==> config.mk <==
export PLATFORM = sky130hd
export DESIGN_NAME = result_uart_tx
export DESIGN_NICKNAME = d
export VERILOG_FILES = /design/src/rtl/result_uart_tx.sv
export SDC_FILE = /design/constraint.sdc
export NUM_CORES = 1
export LEC_CHECK = 0
export BUFFER_PORTS_ARGS = -buffer_cell sky130_fd_sc_hd__buf_2
export CAP_MARGIN = 15
export CORE_ASPECT_RATIO = 0.6
export CORE_MARGIN = 4
export CORE_UTILIZATION = 60
export DETAILED_ROUTE_END_ITERATION = 8
export PLACE_DENSITY = 0.8
export RECOVER_POWER = 100
export SYNTH_ARGS = -nofsm -noshare
export SYNTH_HDL_FRONTEND = slang
export SYNTH_SLANG_ARGS = --single-unit
==> constraint.sdc <==
create_clock -name clk -period 2.9 [get_ports clk]
set_input_delay 0.145 -clock clk [delete_from_list [all_inputs] [get_ports clk]]
set_output_delay 0.145 -clock clk [all_outputs]
set_load 0.02 [all_outputs]
==> src/rtl/result_uart_tx.sv <==
// rtl/result_uart_tx.sv - ASCII hex result/overflow line sender on an 8N1 UART
//
// Sends the 16-bit dot-product result as four uppercase hex digits (MSB nibble
// first), then a flag byte ('!' on overflow, ' ' otherwise). The frame format is
// 8N1, LSB first, with no gap between the bytes of one message.
// Optional feature: define RESULT_TX_CRLF_EN to append CR LF (7 bytes per message).
//
// Ports:
//   clk    - system clock, rising edge
//   rst    - synchronous active-high reset
//   send   - transmit request; accepted only while busy=0
//   result - 16-bit value to report (snapshotted on acceptance)
//   oflow  - overflow flag to report (snapshotted on acceptance)
//   tx     - UART line, idles high (registered)
//   busy   - high while a message is in flight (registered)
//   done   - one-cycle pulse after the final stop bit (registered)
module result_uart_tx #(
  parameter int CLKS_PER_BIT = 868
) (
  input  logic        clk,
  input  logic        rst,
  input  logic        send,
  input  logic [15:0] result,
  input  logic        oflow,
  output logic        tx,
  output logic        busy,
  output logic        done
);

  typedef enum logic [2:0] {
    S_IDLE,
    S_START,
    S_DATA,
    S_STOP,
    S_DONE
  } state_t;

  localparam int BAUD_W = $clog2(CLKS_PER_BIT);
  localparam logic [BAUD_W-1:0] BAUD_LAST = BAUD_W'(CLKS_PER_BIT - 1);

`ifdef RESULT_TX_CRLF_EN
  localparam logic [2:0] LAST_BYTE = 3'd6;
`else
  localparam logic [2:0] LAST_BYTE = 3'd4;
`endif

  state_t            state, state_n;
  logic [BAUD_W-1:0] baud, baud_n;
  logic [2:0]        bit_idx, bit_n;
  logic [2:0]        byte_idx, byte_n;
  logic [7:0]        cur_byte, cur_n;
  logic [15:0]       res_q;
  logic              of_q;
  logic              accept;
  logic              baud_last;
  logic              tx_n, busy_n, done_n;

  function automatic logic [7:0] hex_ascii(input logic [3:0] n);
    // 'A' - 10 = 0x37
    return (n < 4'd10) ? (8'h30 + {4'h0, n}) : (8'h37 + {4'h0, n});
  endfunction

  function automatic logic [7:0] msg_byte(input logic [2:0] idx,
                                          input logic [15:0] r,
                                          input logic f);
    case (idx)
      3'd0:    return hex_ascii(r[15:12]);
      3'd1:    return hex_ascii(r[11:8]);
      3'd2:    return hex_ascii(r[7:4]);
      3'd3:    return hex_ascii(r[3:0]);
      3'd4:    return f ? 8'h21 : 8'h20;
`ifdef RESULT_TX_CRLF_EN
      3'd5:    return 8'h0D;
      3'd6:    return 8'h0A;
`endif
      default: return 8'h20;
    endcase
  endfunction

  // The DONE cycle reports busy=0, so a request there starts the next message
  // immediately and leaves exactly one idle-high cycle between frames.
  assign accept    = send && (state == S_IDLE || state == S_DONE);
  assign baud_last = (baud == BAUD_LAST);

  always_comb begin
    state_n = state;
    baud_n  = baud;
    bit_n   = bit_idx;
    byte_n  = byte_idx;
    cur_n   = cur_byte;
    case (state)
      S_IDLE, S_DONE: begin
        state_n = S_IDLE;
        if (accept) begin
          state_n = S_START;
          baud_n  = '0;
          bit_n   = 3'd0;
          byte_n  = 3'd0;
          cur_n   = msg_byte(3'd0, result, oflow);
        end
      end
      S_START: begin
        if (baud_last) begin
          baud_n  = '0;
          bit_n   = 3'd0;
          state_n = S_DATA;
        end else begin
          baud_n = baud + 1'b1;
        end
      end
      S_DATA: begin
        if (baud_last) begin
          baud_n = '0;
          if (bit_idx == 3'd7) begin
            state_n = S_STOP;
          end else begin
            bit_n = bit_idx + 3'd1;
          end
        end else begin
          baud_n = baud + 1'b1;
        end
      end
      S_STOP: begin
        if (baud_last) begin
          baud_n = '0;
          if (byte_idx == LAST_BYTE) begin
            state_n = S_DONE;
          end else begin
            byte_n  = byte_idx + 3'd1;
            cur_n   = msg_byte(byte_idx + 3'd1, res_q, of_q);
            state_n = S_START;
          end
        end else begin
          baud_n = baud + 1'b1;
        end
      end
      default: state_n = S_IDLE;
    endcase

    // Outputs are decoded from the next state so they are registered yet
    // change on the same edge as the state itself.
    tx_n   = 1'b1;
    busy_n = 1'b0;
    done_n = 1'b0;
    case (state_n)
      S_START: begin
        tx_n   = 1'b0;
        busy_n = 1'b1;
      end
      S_DATA: begin
        tx_n   = cur_n[bit_n];
        busy_n = 1'b1;
      end
      S_STOP:  busy_n = 1'b1;
      S_DONE:  done_n = 1'b1;
      default: ;
    endcase
  end

  always_ff @(posedge clk) begin
    if (rst) begin
      state    <= S_IDLE;
      baud     <= '0;
      bit_idx  <= 3'd0;
      byte_idx <= 3'd0;
      cur_byte <= 8'h00;
      res_q    <= 16'h0000;
      of_q     <= 1'b0;
      tx       <= 1'b1;
      busy     <= 1'b0;
      done     <= 1'b0;
    end else begin
      state    <= state_n;
      baud     <= baud_n;
      bit_idx  <= bit_n;
      byte_idx <= byte_n;
      cur_byte <= cur_n;
      tx       <= tx_n;
      busy     <= busy_n;
      done     <= done_n;
      if (accept) begin
        res_q <= result;
        of_q  <= oflow;
      end
    end
  end

endmodule

==> summary.txt, run 1 <==
Sequential area share after synthesis - 0.328
P per Cell Area - 425 nW/um^2
Yosys cell types - 58
P_int - 0.963 mW
Setup_tns - 0 ns
Die area - 5990 sq um
Diodes inserted - 0
Area Overhead vs Synth - 8.77%
Largest net degree at the start of global routing - 42
Final #Nets - 426
Most frequent cells in the layout - nand2_1, dfxtp_1, nor2_1
Hold buffers post-CTS - 0
Final ANT Viol Nets - 0
Yosys top cell area share - 0.328
Die width - 97.3 microns
Final hold vios - 0
RSZ-0062 raised after global routing - no
Synth Instances - 375
First-pass GRT wire length - 11.8 mm
Die H - 61.6 microns
Worst Path Arrival - 2.91 ns
Area occupied by multi-input gates - 1770 sq um
Post-synth ARST share - 0
Setup crit end kind - register
Core box area - 4590 sq um
Final worst slack - 0.181 ns
Final clock skew - 0.00487 ns
Via count - 2778
Fin. max-slew vios - 0
Fin crit share - 0.938
Routed wire length - 7.26 mm
DRC Markers - 0
Comb pwr share - 0.140
CP Max Fanout - 6
Worst Hold Class - input port to register
Switching Share - 0.274
Overflow after GRT - 0
CTS Buf Count - 5
Port Buffers - 22
DRT iter0 DRCs - 409
Clock share of power - 0.332
CTS tree - built
Leakage dissipation - 1.18 nW
Crit Path Class - register to register
Syn_nets - 407
Worst slack at placement - 0.268 ns
Slew headroom - 0.488
Buf/Inv on CP - 0
Sequential share of power - 0.528
TritonCTS Sinks - 47
CTS max path bufs - 2
FILL cells - 365
Max-cap violations - 0
Nature of the critical path startpoint - register
Max frequency - 368 MHz
GRT Util Overall - 0.247
Cell taking the most area after synthesis - dfxtp_1
Commonest non-fill, non-tap cell in the layout - nand2_1
H-tree levels - 2
Cell row count - 19
Layout cells sized above 1 - 0.122
Yosys warns - 0
CP delay by family, top - simple AND/OR/NAND/NOR gates
CP cell instances - ha_1, nand4b_1, or4_4, a21oi_4, nor2_2, a211oi_1, and3_1, a31oi_1, a211o_1
Initial antenna violation count - 0
Max VDD drop - 0.000258 V
Synth Register Bits - 47
Wire length per cell - 15.8 microns
Clock root cell - clkbuf_8
DR pass1 iterations - 5
Slew @ Worst Pin - 0.768 ns
Synthesized area - 2870 sq um
Switch Pwr - 0.363 mW
Register area - 941 sq um
Post-synth EDFFs - 0
I/O pin count - 23
Clk_lat worst skew - 0.30 ns
Cell at the slowest stage of the critical path - or4_4
Starting density of the core - 0.625
Min Clock Period, post-route - 2.72 ns
Data required, critical path - 3.10 ns
Drt via density - 6.07
Setup-failing EPs final - 0
Syn Area/Cell - 7.65 sq um
Clk slew on worst S/H paths - 0.09 ns
Status - complete, no violations
HPWL after DPL - 5.30 mm
Number of global-route vias before repair - 2334
Ys flop type - dfxtp_1
Placer congestion estimate - 0.916
Largest cells by area after synthesis - dfxtp_1, nand2_1, a21oi_1, ha_1, nor2_1
Largest stage delay on the critical path - 0.63 ns
==> tightest hold or removal path, stage by stage <==
cell	delay, ns
buf_2	0.10
nand2_1	0.04
a21oi_1	0.05
==> power groups by stage <==
stage	Sequential [mW]	Clock [mW]	Combinational, mW
2_1_floorplan	0.708	0	0.131
3_3_place_gp	0.713	0	0.179
3_5_place_dp	0.714	0	0.185
4_1_cts	0.699	0.445	0.186
5_1_grt	0.704	0.467	0.207
6_report	0.700	0.440	0.186
==> synthesized netlist by cell type, types with 2 or more instances <==
| cell | number |
|---|---|
| or3_1 | 3 |
| inv_1 | 17 |
| a21oi_1 | 35 |
| o21ai_0 | 14 |
| nand3_1 | 6 |
| clkbuf_1 | 13 |
| o21bai_1 | 3 |
| a211o_1 | 2 |
| o32ai_1 | 2 |
| a22o_1 | 2 |
| nor2_1 | 40 |
| xnor2_1 | 9 |
| nor3_1 | 13 |
| a31o_2 | 2 |
| o211a_1 | 3 |
| xor2_1 | 7 |
| dfxtp_1 | 47 |
| a21bo_2 | 2 |
| a211oi_1 | 3 |
| a21o_1 | 2 |
| and3_1 | 4 |
| nor4b_1 | 3 |
| nor2b_1 | 4 |
| a31oi_1 | 7 |
| nand4_1 | 6 |
| buf_6 | 3 |
| ha_1 | 12 |
| nand2_1 | 62 |
| and2_1 | 8 |
| mux2i_1 | 2 |
| buf_4 | 2 |
| a22oi_1 | 5 |
| o211ai_1 | 6 |
| o22ai_1 | 2 |
==> metal layers <==
metal / track usage / wire (microns) / part of all wire
met3: 0.0486 / 618 / 0.085
met5: 0 / 0 / 0
met4: 0.0355 / 38 / 0.0052
met2: 0.346 / 2800 / 0.39
met1: 0.391 / 3800 / 0.52
==> cell families after synthesis <==
kind of cell / share of synthesized area
AOI/OAI and AO/OA: 0.232
buffers and inverters: 0.0580
adders and majority gates: 0.0523
and+or+nand+nor: 0.274
DFF: 0.328
xor gates and xnor gates: 0.0488
muxes: 0.00698
==> sequential cells by signal, summed over array words and instances (netlist names) <==
| signal | cells |
|---|---|
| res_q | 16 |
| baud | 10 |
| cur_byte | 8 |
| bit_idx | 3 |
| byte_idx | 3 |
| state | 3 |
| busy | 1 |
| done | 1 |
| of_q | 1 |
| tx | 1 |
==> final cells by class <==
class / instances / share of cell area
repair buffers: 31 / 0.0533
flip-flops and latches: 47 / 0.302
well taps: 63 / 0.0253
multi-input cells: 292 / 0.567
inverters: 17 / 0.0204
clock buffers: 8 / 0.0321
==> through the flow <==
step | power [mW] | cell area [sq um] | util | cells | hold WS, ns
after floorplan | 0.838 | 2870 | - | 375 | 0.281
after global placement | 0.892 | 3020 | 0.659 | 450 | 0.384
after detailed placement | 0.899 | 3020 | 0.659 | 450 | 0.392
after CTS | 1.33 | 3120 | 0.681 | 458 | 0.0691
after global routing | 1.38 | 3120 | 0.680 | 458 | 0.0788
final | 1.33 | 3120 | 0.680 | 458 | 0.0725
==> repair_timing <==
action                     CTS  global route
setup endpoints to repair    0             1
buffers inserted             0             0
resized for setup            0             2
==> final timing paths <==
check                           cells past startpoint  slack, ns         from     endpoint
worst max-delay path                                9       0.18      baud[0]           tx
worst min-delay path                                3       0.07    result[9]     res_q[9]
worst max register to register                      9       0.18      baud[0]           tx
worst min register to register                      2       0.46  cur_byte[7]  cur_byte[7]
Note: power is estimated with default switching activity, not from simulation.
==> run 2: changes to the inputs <==
--- a/config.mk
+++ b/config.mk
@@ -7,7 +7,6 @@
 export LEC_CHECK = 0
 export BUFFER_PORTS_ARGS = -buffer_cell sky130_fd_sc_hd__buf_2
 export CAP_MARGIN = 15
-export CORE_ASPECT_RATIO = 0.6
 export CORE_MARGIN = 4
 export CORE_UTILIZATION = 60
 export DETAILED_ROUTE_END_ITERATION = 8
==> run 2 against run 1 <==
Highest routed layer unchanged. Largest power group unchanged. Non-clock buffer count is 2 lower. Sequential share of layout area is 0.64 points higher. Global-route usage down 2.3 points. Count of clock-buffer cells in the layout is 1 lower. Largest cell class unchanged. Sequential cell count is the same.
==> summary.txt, run 2 (same netlist as run 1, synthesis figures left out) <==
Register area - 941 sq um
Fin. max-slew vios - 0
CP cell instances - ha_1, nand4b_1, nor3_1, buf_4, a31oi_1, a31oi_1, nand4_1, a21oi_1, nor3_1, a211o_1
Switch Pwr - 0.347 mW
Setup bufs post-CTS - 0
Drt via density - 5.96
Leakage dissipation - 1.15 nW
Biggest register - res_q
First-pass GRT wire length - 10.9 mm
Wire length per cell - 14.9 microns
Diodes inserted - 0
Layout cells sized above 1 - 0.107
Fin crit share - 0.919
Switching Share - 0.275
Max reg flops - 16
Data required, critical path - 3.10 ns
Port Buffers - 22
Die H - 77.2 microns
Setup crit end kind - register
Cell at the slowest stage of the critical path - a31oi_1
Initial antenna violation count - 0
Clock share of power - 0.302
CTS resizes - 0
DP Cell Count - 437
Sequential share of power - 0.554
Final #Nets - 424
Worst slack at placement - 0.308 ns
Biggest regs - res_q: 16 flops, baud: 10 flops, cur_byte: 8 flops
DRC Markers - 0
Final clock skew - 0.00470 ns
Status - complete, no violations
Hold buffers post-CTS - 0
Crit Path Class - register to register
Most frequent cells in the layout - nand2_1, dfxtp_1, nor2_1
Slew headroom - 0.436
Clk_lat worst skew - 0.30 ns
CTS max path bufs - 2
GRT Util Overall - 0.224
P_int - 0.914 mW
Fin Hold WS - 0.0744 ns
Final hold vios - 0
Slew @ Worst Pin - 0.840 ns
DRT iter0 DRCs - 199
Die area - 5950 sq um
I/O pin count - 23
Max frequency - 375 MHz
Overflow after GRT - 0
Placer congestion estimate - 0.899
Max VDD drop - 0.000287 V
Fin cells - 445
Final worst slack - 0.234 ns
Cell row count - 24
Comb pwr share - 0.144
TritonCTS Sinks - 47
Area occupied by multi-input gates - 1750 sq um
CP Max Fanout - 14
Setup-failing EPs final - 0
Worst Path Arrival - 2.86 ns
H-tree levels - 2
Number of global-route vias before repair - 2423
Worst Hold Class - input port to register
Commonest non-fill, non-tap cell in the layout - nand2_1
Starting density of the core - 0.637
Nature of the critical path startpoint - register
Largest stage delay on the critical path - 0.42 ns
Area Overhead vs Synth - 6.50%
FILL cells - 383
FF-to-FF setup slack - 0.23 ns
DR pass1 iterations - 4
Final ANT Viol Nets - 0
Largest net degree at the start of global routing - 42
Core box area - 4500 sq um
Clk slew on worst S/H paths - 0.08 ns
Clock root cell - clkbuf_8
CTS tree - built
RSZ-0062 raised after global routing - no
HPWL after DPL - 4.96 mm
Max-cap violations - 0
Setup_tns - 0 ns
Min Clock Period, post-route - 2.67 ns
Via count - 2650
Routed wire length - 6.65 mm
Final core occ - 0.678
Die width - 77.2 microns
CTS Buf Count - 5
P per Cell Area - 413 nW/um^2
==> run 2: path summary, 6_finish.rpt <==
path,cells after the start,endpoint,from
worst max-delay path,10,tx,baud[0]
worst min-delay path,3,res_q[2],result[2]
worst max register to register,10,tx,baud[0]
worst min register to register,2,res_q[12],res_q[12]
==> run 2: per-layer routing <==
metal,GRT usage,up-vias,wire [microns]
met3,0.0457,12,324
met5,0,-,0
met1,0.295,1218,3160
met4,0.0836,0,111
li1,-,1358,-
met2,0.359,62,3050
==> run 2: through the flow <==
step	total power, mW	cell area, sq um
finish	1.26	3060
floorplan	0.838	2870
global route	1.33	3060
detailed placement	0.896	2990
CTS	1.27	3080
global placement	0.891	2990
==> run 2: layout make-up <==
type,instances,share of cell area
repair buffers,29,0.0495
clock inverters,1,0.00164
multi-input cells,292,0.574
inverters,17,0.0209
clock buffers,7,0.0250
well taps,52,0.0213
flip-flops and latches,47,0.308
==> run 2: critical path: cells and delay by family (launching register included) <==
family / cells / cell delay [ns]
AOI/OAI and AO/OA: 4 / 0.99
adders and majority gates: 1 / 0.23
buffers and inverters: 1 / 0.24
DFF: 1 / 0.38
and+or+nand+nor: 4 / 0.72
==> run 2: power by group through the flow <==
stage / Sequential [mW] / Clock, mW / Combinational [mW]
after floorplan: 0.708 / 0 / 0.131
after detailed placement: 0.713 / 0 / 0.183
after global routing: 0.704 / 0.418 / 0.204
after global placement: 0.712 / 0 / 0.178
final: 0.699 / 0.381 / 0.181
after CTS: 0.698 / 0.390 / 0.183
==> run 3: changes to the inputs <==
--- a/config.mk
+++ b/config.mk
@@ -7,7 +7,6 @@
 export LEC_CHECK = 0
 export BUFFER_PORTS_ARGS = -buffer_cell sky130_fd_sc_hd__buf_2
 export CAP_MARGIN = 15
-export CORE_MARGIN = 4
 export CORE_UTILIZATION = 60
 export DETAILED_ROUTE_END_ITERATION = 8
 export PLACE_DENSITY = 0.8
==> run 3 against run 2 <==
First-iteration DRC count up 14%. Power increased by 8.9%. Sequential cell count unchanged. Fmax down 1.1%. Utilization increased by 1.6 points. Clock power increased by 30%. Critical path depth fell by 3. Sequential power hardly changed. Count of clock-buffer cells in the layout shrank 2. Largest power group unchanged.
==> summary.txt, run 3 (same netlist as run 1, synthesis figures left out) <==
Slew headroom - 0.416
Core box area - 4470 sq um
H-tree levels - 2
Biggest regs - res_q: 16 flops, baud: 10 flops, cur_byte: 8 flops
Fin crit share - 0.929
Number of global-route vias before repair - 2523
Area Overhead vs Synth - 8.24%
Max VDD drop - 0.000343 V
I/O pin count - 23
Most frequent cells in the layout - nand2_1, dfxtp_1, nor2_1
CP Max Fanout - 24
First-pass GRT wire length - 11.0 mm
Final worst slack - 0.206 ns
Initial antenna violation count - 0
Biggest register - res_q
Die area - 5060 sq um
Die H - 71.2 microns
Final ANT Viol Nets - 0
Setup_tns - 0 ns
DRT iter0 DRCs - 227
Wire length per cell - 14.5 microns
Largest net degree at the start of global routing - 42
Cell row count - 24
TritonCTS Sinks - 47
Data required, critical path - 3.10 ns
Port Buffers - 22
Clock root cell - clkbuf_8
Layout cells sized above 1 - 0.115
Final hold vios - 0
Placer congestion estimate - 0.944
CTS Buf Count - 5
CP cell instances - or3b_1, nand3_1, o21ai_0, a32oi_1, and3_1, a31oi_1, a211o_1
Drt via density - 6.07
RSZ-0062 raised after global routing - no
Commonest non-fill, non-tap cell in the layout - nand2_1
Setup bufs post-CTS - 0
Diodes inserted - 0
Slew @ Worst Pin - 0.876 ns
P per Cell Area - 442 nW/um^2
Starting density of the core - 0.641
Cell at the slowest stage of the critical path - or3b_1
CTS max path bufs - 2
GRT Util Overall - 0.277
Min Clock Period, post-route - 2.69 ns
Fin. max-slew vios - 0
Worst Hold Class - input port to register
Nature of the critical path startpoint - register
Max-cap violations - 0
Overflow after GRT - 0
Leakage dissipation - 1.17 nW
Status - complete, no violations
Routed wire length - 6.44 mm
Worst slack at placement - 0.167 ns
DR pass1 iterations - 4
Via count - 2697
Die width - 71.2 microns
FILL cells - 406
Hold buffers post-CTS - 0
Setup-failing EPs final - 0
Final clock skew - 0.00471 ns
Max frequency - 371 MHz
HPWL after DPL - 4.65 mm
Worst Path Arrival - 2.90 ns
CTS tree - built
Max reg flops - 16
DRC Markers - 0
Clk slew on worst S/H paths - 0.09 ns
Crit Path Class - register to register
Final #Nets - 423
Largest stage delay on the critical path - 0.79 ns
Setup crit end kind - register
Clk_lat worst skew - 0.31 ns
run 3: critical path, delay by kind of cell (launching register included):
kind,cells,cell delay [ns]
and+or+nand+nor,3,1.26
DFF,1,0.43
AOI/OAI and AO/OA,4,0.90
run 3: final timing paths:
kind / startpoint / to / slack [ns] / depth (start not counted)
max: state[1] / tx / 0.21 / 7
min: result[9] / res_q[9] / 0.06 / 3
max reg2reg: state[1] / tx / 0.21 / 7
min reg2reg: cur_byte[7] / cur_byte[7] / 0.45 / 2
run 3: where the power goes:
part | switching (mW) | leakage [nW] | total (mW) | internal [mW]
registers | 0.0276 | 0.383 | 0.699 | 0.671
logic | 0.107 | 0.730 | 0.179 | 0.0728
clock network | 0.234 | 0.0587 | 0.496 | 0.261
total | 0.368 | 1.17 | 1.37 | 1.01
run 3: per-stage QoR:
stage / instances / util / power, mW / cell area (sq um) / hold slack, ns
finish: 444 / 0.694 / 1.37 / 3110 / 0.0619
global route: 444 / 0.694 / 1.44 / 3110 / 0.0603
CTS: 444 / 0.694 / 1.38 / 3100 / 0.0585
detailed placement: 436 / 0.668 / 0.894 / 2990 / 0.392
global placement: 436 / 0.668 / 0.888 / 2990 / 0.386
floorplan: 375 / - / 0.838 / 2870 / 0.281
run 3: final cells by class:
cell class / count / area, sq um / share of cell area
sequential: 47 / 941 / 0.303
multi-input combinational: 292 / 1780 / 0.572
timing repair buffer: 28 / 144 / 0.0463
tap: 52 / 65.1 / 0.0210
inverter: 17 / 63.8 / 0.0205
clock inverter: 3 / 47.5 / 0.0153
clock buffer: 5 / 68.8 / 0.0222
run 3: metal layers:
metal,vias to the layer above,GRT usage,share of wire
met5,-,0,0
met4,0,0.116,0.021
met3,12,0.0541,0.056
met2,88,0.460,0.47
met1,1245,0.350,0.45
li1,1352,-,-
run 3: repair_timing:
action / 4_1_cts / 5_1_grt
hold endpoints to repair: 0 / 0
endpoints found under the setup margin: 0 / 1
resized for setup: 0 / 2
